<file path="src/rtl/cmos_y_capture.sv">
// rtl/cmos_y_capture.sv - DVP YUV422 capture quantizing luma to 2 bits with pixel/line/frame tracking
module cmos_y_capture #(
  parameter int IMG_W       = 640,
  parameter int IMG_H       = 480,
  parameter int SKIP_FRAMES = 2,
  parameter int TH1         = 64,
  parameter int TH2         = 128,
  parameter int TH3         = 192
) (
  input  logic       cmos_pclk,
  input  logic       rst_n,
  input  logic       cmos_vsync,
  input  logic       cmos_href,
  input  logic [7:0] cmos_data,
  output logic [1:0] cam_y,
  output logic       cam_valid,
  output logic [9:0] pix_x,
  output logic [8:0] pix_y,
  output logic       frame_start,
  output logic       frame_end,
  output logic       cap_err
);

  localparam int SKW = (SKIP_FRAMES < 2) ? 1 : $clog2(SKIP_FRAMES + 1);
  localparam logic [SKW-1:0] SKIP_N = SKW'(SKIP_FRAMES);
  localparam logic [10:0]    W_N    = 11'(IMG_W);
  localparam logic [9:0]     H_N    = 10'(IMG_H);

  typedef enum logic [1:0] {ST_SKIP, ST_WAIT, ST_ACTIVE} state_t;
  localparam state_t ST_INIT = (SKIP_FRAMES == 0) ? ST_WAIT : ST_SKIP;

  state_t         state_q, state_d;
  logic           vs1_q, vs1_d, hr1_q, hr1_d, vs2_q, vs2_d, hr2_q, hr2_d;
  logic [7:0]     d1_q, d1_d, y_q, y_d;
  logic [SKW-1:0] skip_q, skip_d;
  logic           phase_q, phase_d;
  logic [10:0]    col_q, col_d;
  logic [9:0]     row_q, row_d;
  logic [1:0]     cam_y_q, cam_y_d;
  logic           cam_valid_q, cam_valid_d;
  logic [9:0]     pix_x_q, pix_x_d;
  logic [8:0]     pix_y_q, pix_y_d;
  logic           fs_q, fs_d, fe_q, fe_d, err_q, err_d;

  logic        vs_rise, vs_fall, hr_rise, hr_fall, cur_phase, pix_done, active;
  logic [9:0]  rows_done;

  // Edges are taken between S1 and its delayed copy, never on raw pins
  assign vs_rise   = vs1_q & ~vs2_q;
  assign vs_fall   = ~vs1_q & vs2_q;
  assign hr_rise   = hr1_q & ~hr2_q;
  assign hr_fall   = ~hr1_q & hr2_q;
  assign cur_phase = hr_rise ? 1'b0 : phase_q;
  assign pix_done  = hr1_q & cur_phase;
  assign active    = (state_q == ST_ACTIVE);
  assign rows_done = row_q + 10'(hr_fall);

  function automatic logic [1:0] quant(input logic [7:0] y);
    if (y < 8'(TH1)) return 2'd0;
    if (y < 8'(TH2)) return 2'd1;
    if (y < 8'(TH3)) return 2'd2;
    return 2'd3;
  endfunction

  always_comb begin
    vs1_d       = cmos_vsync;
    hr1_d       = cmos_href;
    d1_d        = cmos_data;
    vs2_d       = vs1_q;
    hr2_d       = hr1_q;
    state_d     = state_q;
    skip_d      = skip_q;
    phase_d     = phase_q;
    y_d         = y_q;
    col_d       = col_q;
    row_d       = row_q;
    cam_y_d     = cam_y_q;
    cam_valid_d = 1'b0;
    pix_x_d     = pix_x_q;
    pix_y_d     = pix_y_q;
    fs_d        = 1'b0;
    fe_d        = 1'b0;
    err_d       = err_q;

    if (hr1_q) begin
      phase_d = ~cur_phase;
      if (!cur_phase) y_d = d1_q;
    end
    if (hr_rise) col_d = '0;

    // Column keeps counting past IMG_W so overlong lines stay detectable
    if (pix_done) begin
      if (col_q != '1) col_d = col_q + 1'b1;
      if (active) begin
        if (col_q < W_N && row_q < H_N) begin
          cam_valid_d = 1'b1;
          cam_y_d     = quant(y_q);
          pix_x_d     = col_q[9:0];
          pix_y_d     = row_q[8:0];
        end else begin
          err_d = 1'b1;
        end
      end
    end

    if (hr_fall) begin
      phase_d = 1'b0;
      if (active) begin
        if (phase_q || col_q < W_N) err_d = 1'b1;
        if (row_q != '1) row_d = row_q + 1'b1;
      end
    end

    case (state_q)
      ST_SKIP: begin
        if (vs_rise && skip_q != SKIP_N) begin
          skip_d = SKW'(skip_q + 1'b1);
          if (SKW'(skip_q + 1'b1) == SKIP_N) state_d = ST_WAIT;
        end
      end
      ST_WAIT: begin
        if (vs_fall) begin
          fs_d    = 1'b1;
          state_d = ST_ACTIVE;
          row_d   = '0;
          col_d   = '0;
        end
      end
      ST_ACTIVE: begin
        if (vs_rise) begin
          fe_d    = 1'b1;
          state_d = ST_WAIT;
          phase_d = 1'b0;
          if (hr1_q || rows_done < H_N) err_d = 1'b1;
        end
      end
      default: state_d = ST_INIT;
    endcase
  end

  always_ff @(posedge cmos_pclk or negedge rst_n) begin
    if (!rst_n) begin
      state_q     <= ST_INIT;
      vs1_q       <= 1'b0;
      hr1_q       <= 1'b0;
      d1_q        <= '0;
      vs2_q       <= 1'b0;
      hr2_q       <= 1'b0;
      skip_q      <= '0;
      phase_q     <= 1'b0;
      y_q         <= '0;
      col_q       <= '0;
      row_q       <= '0;
      cam_y_q     <= '0;
      cam_valid_q <= 1'b0;
      pix_x_q     <= '0;
      pix_y_q     <= '0;
      fs_q        <= 1'b0;
      fe_q        <= 1'b0;
      err_q       <= 1'b0;
    end else begin
      state_q     <= state_d;
      vs1_q       <= vs1_d;
      hr1_q       <= hr1_d;
      d1_q        <= d1_d;
      vs2_q       <= vs2_d;
      hr2_q       <= hr2_d;
      skip_q      <= skip_d;
      phase_q     <= phase_d;
      y_q         <= y_d;
      col_q       <= col_d;
      row_q       <= row_d;
      cam_y_q     <= cam_y_d;
      cam_valid_q <= cam_valid_d;
      pix_x_q     <= pix_x_d;
      pix_y_q     <= pix_y_d;
      fs_q        <= fs_d;
      fe_q        <= fe_d;
      err_q       <= err_d;
    end
  end

  assign cam_y       = cam_y_q;
  assign cam_valid   = cam_valid_q;
  assign pix_x       = pix_x_q;
  assign pix_y       = pix_y_q;
  assign frame_start = fs_q;
  assign frame_end   = fe_q;
  assign cap_err     = err_q;

endmodule
</file>
<file path="config.mk">
export PLATFORM = sky130hd
export DESIGN_NAME = cmos_y_capture
export DESIGN_NICKNAME = d
export VERILOG_FILES = /design/src/rtl/cmos_y_capture.sv
export SDC_FILE = /design/constraint.sdc
export NUM_CORES = 1
export LEC_CHECK = 0
export CAP_MARGIN = 30
export CORE_MARGIN = 2
export CORE_UTILIZATION = 54
export DETAILED_ROUTE_END_ITERATION = 8
export PLACE_DENSITY = 0.79
export REMOVE_ABC_BUFFERS = 1
export SLEW_MARGIN = 20
export SYNTH_ARGS = -nofsm -noshare
export SYNTH_HDL_FRONTEND = slang
export SYNTH_SLANG_ARGS = --single-unit
</file>
<file path="constraint.sdc">
create_clock -name cmos_pclk -period 2.9 [get_ports cmos_pclk]
set_input_delay 0.725 -clock cmos_pclk [delete_from_list [all_inputs] [get_ports cmos_pclk]]
set_output_delay 0.725 -clock cmos_pclk [all_outputs]
set_load 0.05 [all_outputs]
</file>
### After elaboration in Yosys (flattened, before gate mapping)

Cells that the tools add are included.

* bits in registers: 71
* bits of input ports: 12
* output and inout bits: 25

* add/subtract/negate cells: 4
* order comparisons: 6
* equal/unequal tests: 10
* muxes and demuxes: 57
* bitwise logic cells: 10
* reductions and logical operators: 9

Operators with widths (count)
* 11-bit two-way mux: 5
* 10-bit two-way mux: 5
* 1-bit two-way mux: 36
* 10-bit by 9-bit < comparator with 1-bit output (second input constant): 2
* 2-bit two-way mux: 10
* 8-bit < comparator (second input constant): 2
* 11-bit by 1-bit adder with 11-bit output (second input constant): 1
* 11-bit by 10-bit < comparator with 1-bit output (second input constant): 1
* 11-bit != test (second input constant): 1
* 10-bit by 1-bit adder with 10-bit output: 1
* 10-bit by 1-bit adder with 10-bit output (second input constant): 1
* 10-bit != test (second input constant): 1
* 2-bit != test (second input constant): 5
* 8-bit by 7-bit < comparator with 1-bit output (second input constant): 1
* 2-bit one-hot mux with 3 select lines: 1
* 1-bit AND: 5
* 1-bit NOT: 5
* 2-bit equality test (second input constant): 2
* 2-bit AND reduction: 2
* 4-bit AND reduction: 1
* 3-bit AND reduction: 1
* 2-bit by 1-bit adder with 2-bit output (second input constant): 1
* 2-bit by 1-bit equality test with 1-bit output (second input constant): 1
* 1-bit logical AND: 2
* 2 further kinds: 3

### Longest topological paths before layout

* depth after elaboration: 17
* depth in mapped cells: 7
* gate-level depth less buffers: 6

### Worst setup path before layout

Ideal clock, no wire load.

* path type: reg2reg
* start point: reg row_q[5]
* end point: reg cam_y_q[1] (netlist: cam_y[1])
* arrival: 1.937 ns
* slack: 0.838 ns
* stages on the path, launching flop included: 8
* path buffers: 3
* clock period less this slack: 2.062 ns
* cell sequence: dfrtp_1 > buf_6 > a41o_1 > or3_1 > or3_1 > buf_6 > buf_12 > mux2_4

* word-level cells in the longest chain between the ends: 3

Ends and longest elaborated chain
* from (decl): RTL line 38 `logic [9:0] row_q, row_d;`
* from (signal assigned): RTL line 172 `row_q <= row_d;`
* 10-bit by 9-bit < comparator with 1-bit output: RTL line 95 `if (col_q < W_N && row_q < H_N) begin`
* 1-bit logical AND: RTL line 95
* 3-bit AND reduction (no line)
* to (signal assigned): RTL line 173 `cam_y_q <= cam_y_d;`
* to (decl): RTL line 39 `logic [1:0] cam_y_q, cam_y_d;`

Every way passes these cells.
A chain may end at the register's enable or synchronous reset.

### Worst setup path after layout

* start point: reg err_q (netlist: cap_err)
* end point: out cap_err

RTL lines
* from (decl): RTL line 43 `logic fs_q, fs_d, fe_q, fe_d, err_q, err_d;`
* from (signal assigned): RTL line 179 `err_q <= err_d;`
* to (decl): RTL line 21 `output logic cap_err`

No word-level cell between the ends.

==> qor.yml <==
power:
  ir_worst_vdd_uv: 506
  power.density_nw_per_um2: 694
  p_total_mw: 2.27
  leakagePower_nw: 1.47
floorplanning:
  rows: 25
  dieHeight_um: 75.4
  die_area_um2: 5690
  initial_core_util_pct: 57.2
  ios: 37
  core_area_um2: 4820
  die_x_um: 75.4
sta:
  postLayoutSetupSlackWorst_ns: 0.635
  setup_viol: 0
  rsz0062_at_grt: "false"
  relSlewSlack_pct: 55.3
  final.min_clock_period_ns: 2.27
  max_freq_ghz: 0.441
  worst_pin_slew_ns: 0.671
  worst_clock_skew_ns: 0.00517
  hold_viol: 0
  tns_ns: 0
  finalCritPeriodShare_pct: 78.1
  final_max_slew_viol_count: 0
place:
  dpl_cell_area_um2: 3090
  place_congestion: 0.852
  io_buffers: 30
  dp_slack_ns: 0.756
  dp_hpwl_mm: 3.36
grt:
  overflow: 0
  grt_pass1_vias: 1855
  grt_pass1_wl_mm: 8.35
  use_met2_pct: 29.0
  grt_util_all_layers_pct: 19.6
  antenna_found_initial: 0
  busiest_layer: "met2"
  grt_start_max_net_pins: 32
  grt_util_met3_pct: 6.48
  grtUsageMet1_pct: 26.5
synthesis:
  netlist.area_leader.share_pct: 53.6
  synth_common_cells: "59 x dfrtp_1, 23 x nand3_1, 19 x mux2_4, 13 x nand2_1, 10 x or3_1"
  ys_ff_latch: 59
  avgSynthCellArea_um2: 11.8
  synthTopCellsByArea: "dfrtp_1 54%, mux2_4 10%, nand3_1 4.2%, or3_1 2.3%, ha_1 1.8%"
  synth_edf_count: 0
  synth_ff_type: "dfrtp_1"
  syn_inst: 233
  synth_most_common_cell: "dfrtp_1"
  ys_warn_count: 0
  yosysTopAreaCell: "dfrtp_1"
  synth_cell_type_count: 46
  async_flop_share_pct: 100
  ys_seq_area_share_pct: 53.6
  synth_area_um2: 2760
critical_path:
  crit_family: "buffers and inverters"
  timing.critical_path.to: "cap_err"
  worstPathRequired_ns: 2.17
  reg2reg_slack_ns: 0.73
  crit_buf_inv: 1
  cp_slowest_cell: "clkdlybuf4s50_1"
  path_depth: 1
  cp-startpoint: "cap_err"
  cp_cell_sequence: "clkdlybuf4s50_1"
  worstSetupEndpointType: "primary output"
  cp-start-kind: "flip-flop"
  reg2reg_from: "row_q[5]"
  rr_worst_depth: 5
  max_stage_delay_ns: 0.82
  worstPathMaxFanout: 3
  r2r-end: "cam_y[0]"
  arrival_ns: 1.54
  critPathKind: "flip-flop to primary output"
detailed_routing:
  dr_total_vias: 1967
  ant_nets: 0
  wire_per_inst_um: 14.8
  vias_per_cell: 5.82
  routed_wl_mm: 5.01
  first_iter_violations: 151
  dr.pass1.iters: 4
  route.detailed.drc: 0
clocking:
  cts-root-buf: "clkbuf_8"
  cts_tree: "built"
  insertion_delay_ns: 0.32
  clkSlewWorstSetupHoldPaths_ns: 0.06
  cts.sinks: 59
  hold_buffers: 0
  cts_resized: 0
  htree_levels: 3
  cts_buffers: 9
  cts_setup_buffers: 0
  clock_path_buffers: 2
job:
  cap_violations: 0
worst_hold_path:
  hold_class: "input pin to asynchronous set/reset pin"
final_layout:
  nets: 283
  syn_to_final_growth_pct: 18.6
  layout-drive-gt1-share_pct: 15.5
  final_core_util_pct: 67.8
  diodes: 0
  fill_cells: 382
  design_area_um2: 3270
run_status:
  run_status: "finished clean"
[power by group]
group	switching (mW)	internal (mW)	total, mW
registers	0.100	0.931	1.03
clock network	0.291	0.390	0.681
logic	0.326	0.229	0.555
total	0.718	1.55	2.27
[layout make-up]
type	count	area (µm²)	share of cell area (%)
Timing Repair Buffer	35	345	10.6
Clock inverter	3	40.0	1.23
Sequential cell	59	1480	45.2
Tap cell	67	83.8	2.57
Multi-Input combinational cell	156	1160	35.6
Inverter	6	22.5	0.689
Clock buffer	12	135	4.14
[worst min path at each step]
stage,to,slack [ns],cells past startpoint
after floorplan,cam_valid,0.43,0
after global placement,vs2_q,0.45,0
after detailed placement,vs2_q,0.46,0
after CTS,pix_x[1],0.44,1
after global routing,pix_x[1],0.47,1
final,pix_x[1],0.43,1
[layout by cell type (no fill, tap or decap), types with 2 or more instances in the layout]
| cell | netlist | final |
|---|---|---|
| ha_1 | 4 | 4 |
| xnor2_1 | 2 | 2 |
| and4_1 | 3 | 3 |
| mux2_4 | 19 | 19 |
| clkinv_2 | 0 | 2 |
| nor4_1 | 2 | 2 |
| nand2b_1 | 4 | 4 |
| nand4_1 | 5 | 5 |
| clkbuf_1 | 7 | 3 |
| nand3b_1 | 2 | 2 |
| o21ai_0 | 6 | 6 |
| inv_1 | 6 | 6 |
| nor2_1 | 8 | 8 |
| nand3_1 | 23 | 23 |
| clkbuf_8 | 0 | 9 |
| or4_1 | 2 | 2 |
| a41oi_1 | 2 | 2 |
| dfrtp_1 | 59 | 59 |
| a31oi_1 | 7 | 7 |
| buf_4 | 0 | 4 |
| clkdlybuf4s50_1 | 0 | 29 |
| nand2_1 | 13 | 13 |
| nor3_1 | 2 | 2 |
| or3_1 | 10 | 10 |
| o31ai_1 | 5 | 5 |
| o211ai_1 | 2 | 2 |
| a311oi_1 | 2 | 2 |
| mux2_2 | 4 | 4 |
| and3_1 | 3 | 3 |
| a21oi_1 | 9 | 9 |
[flip-flops by register name, indices dropped and copies added, names as in the netlist]
register and cells:
cam_valid 1, cap_err 1, frame_end 1, col_q 11
skip_q 2, d1_q 2, row_q 10, frame_start 1
phase_q 1, cam_y 2, pix_y 9, y_q 2
vs1_q 1, hr2_q 1, pix_x 10, state_q 2
hr1_q 1, vs2_q 1
[kinds of logic after synthesis]
logic type      share of synthesized area [%]
buf+inv                                  4.18
compound gates                           10.9
flops                                    53.6
mux                                      12.4
xor+xnor                                0.954
simple gates                             16.3
fa+ha+maj                                1.82
[metal layers]
metal / vias up / share of wire [%]
li1: 938 / -
met2: 55 / 45
met4: 0 / 1.4
met5: - / 0
met1: 970 / 50
met3: 4 / 3.7
[metrics by stage]
stage	hold WS, ns	cells
6_report	0.435	338
5_1_grt	0.474	338
4_1_cts	0.445	338
3_5_place_dp	0.455	323
3_3_place_gp	0.451	323
2_1_floorplan	0.429	221
Note: power is estimated with default switching activity, not from simulation.
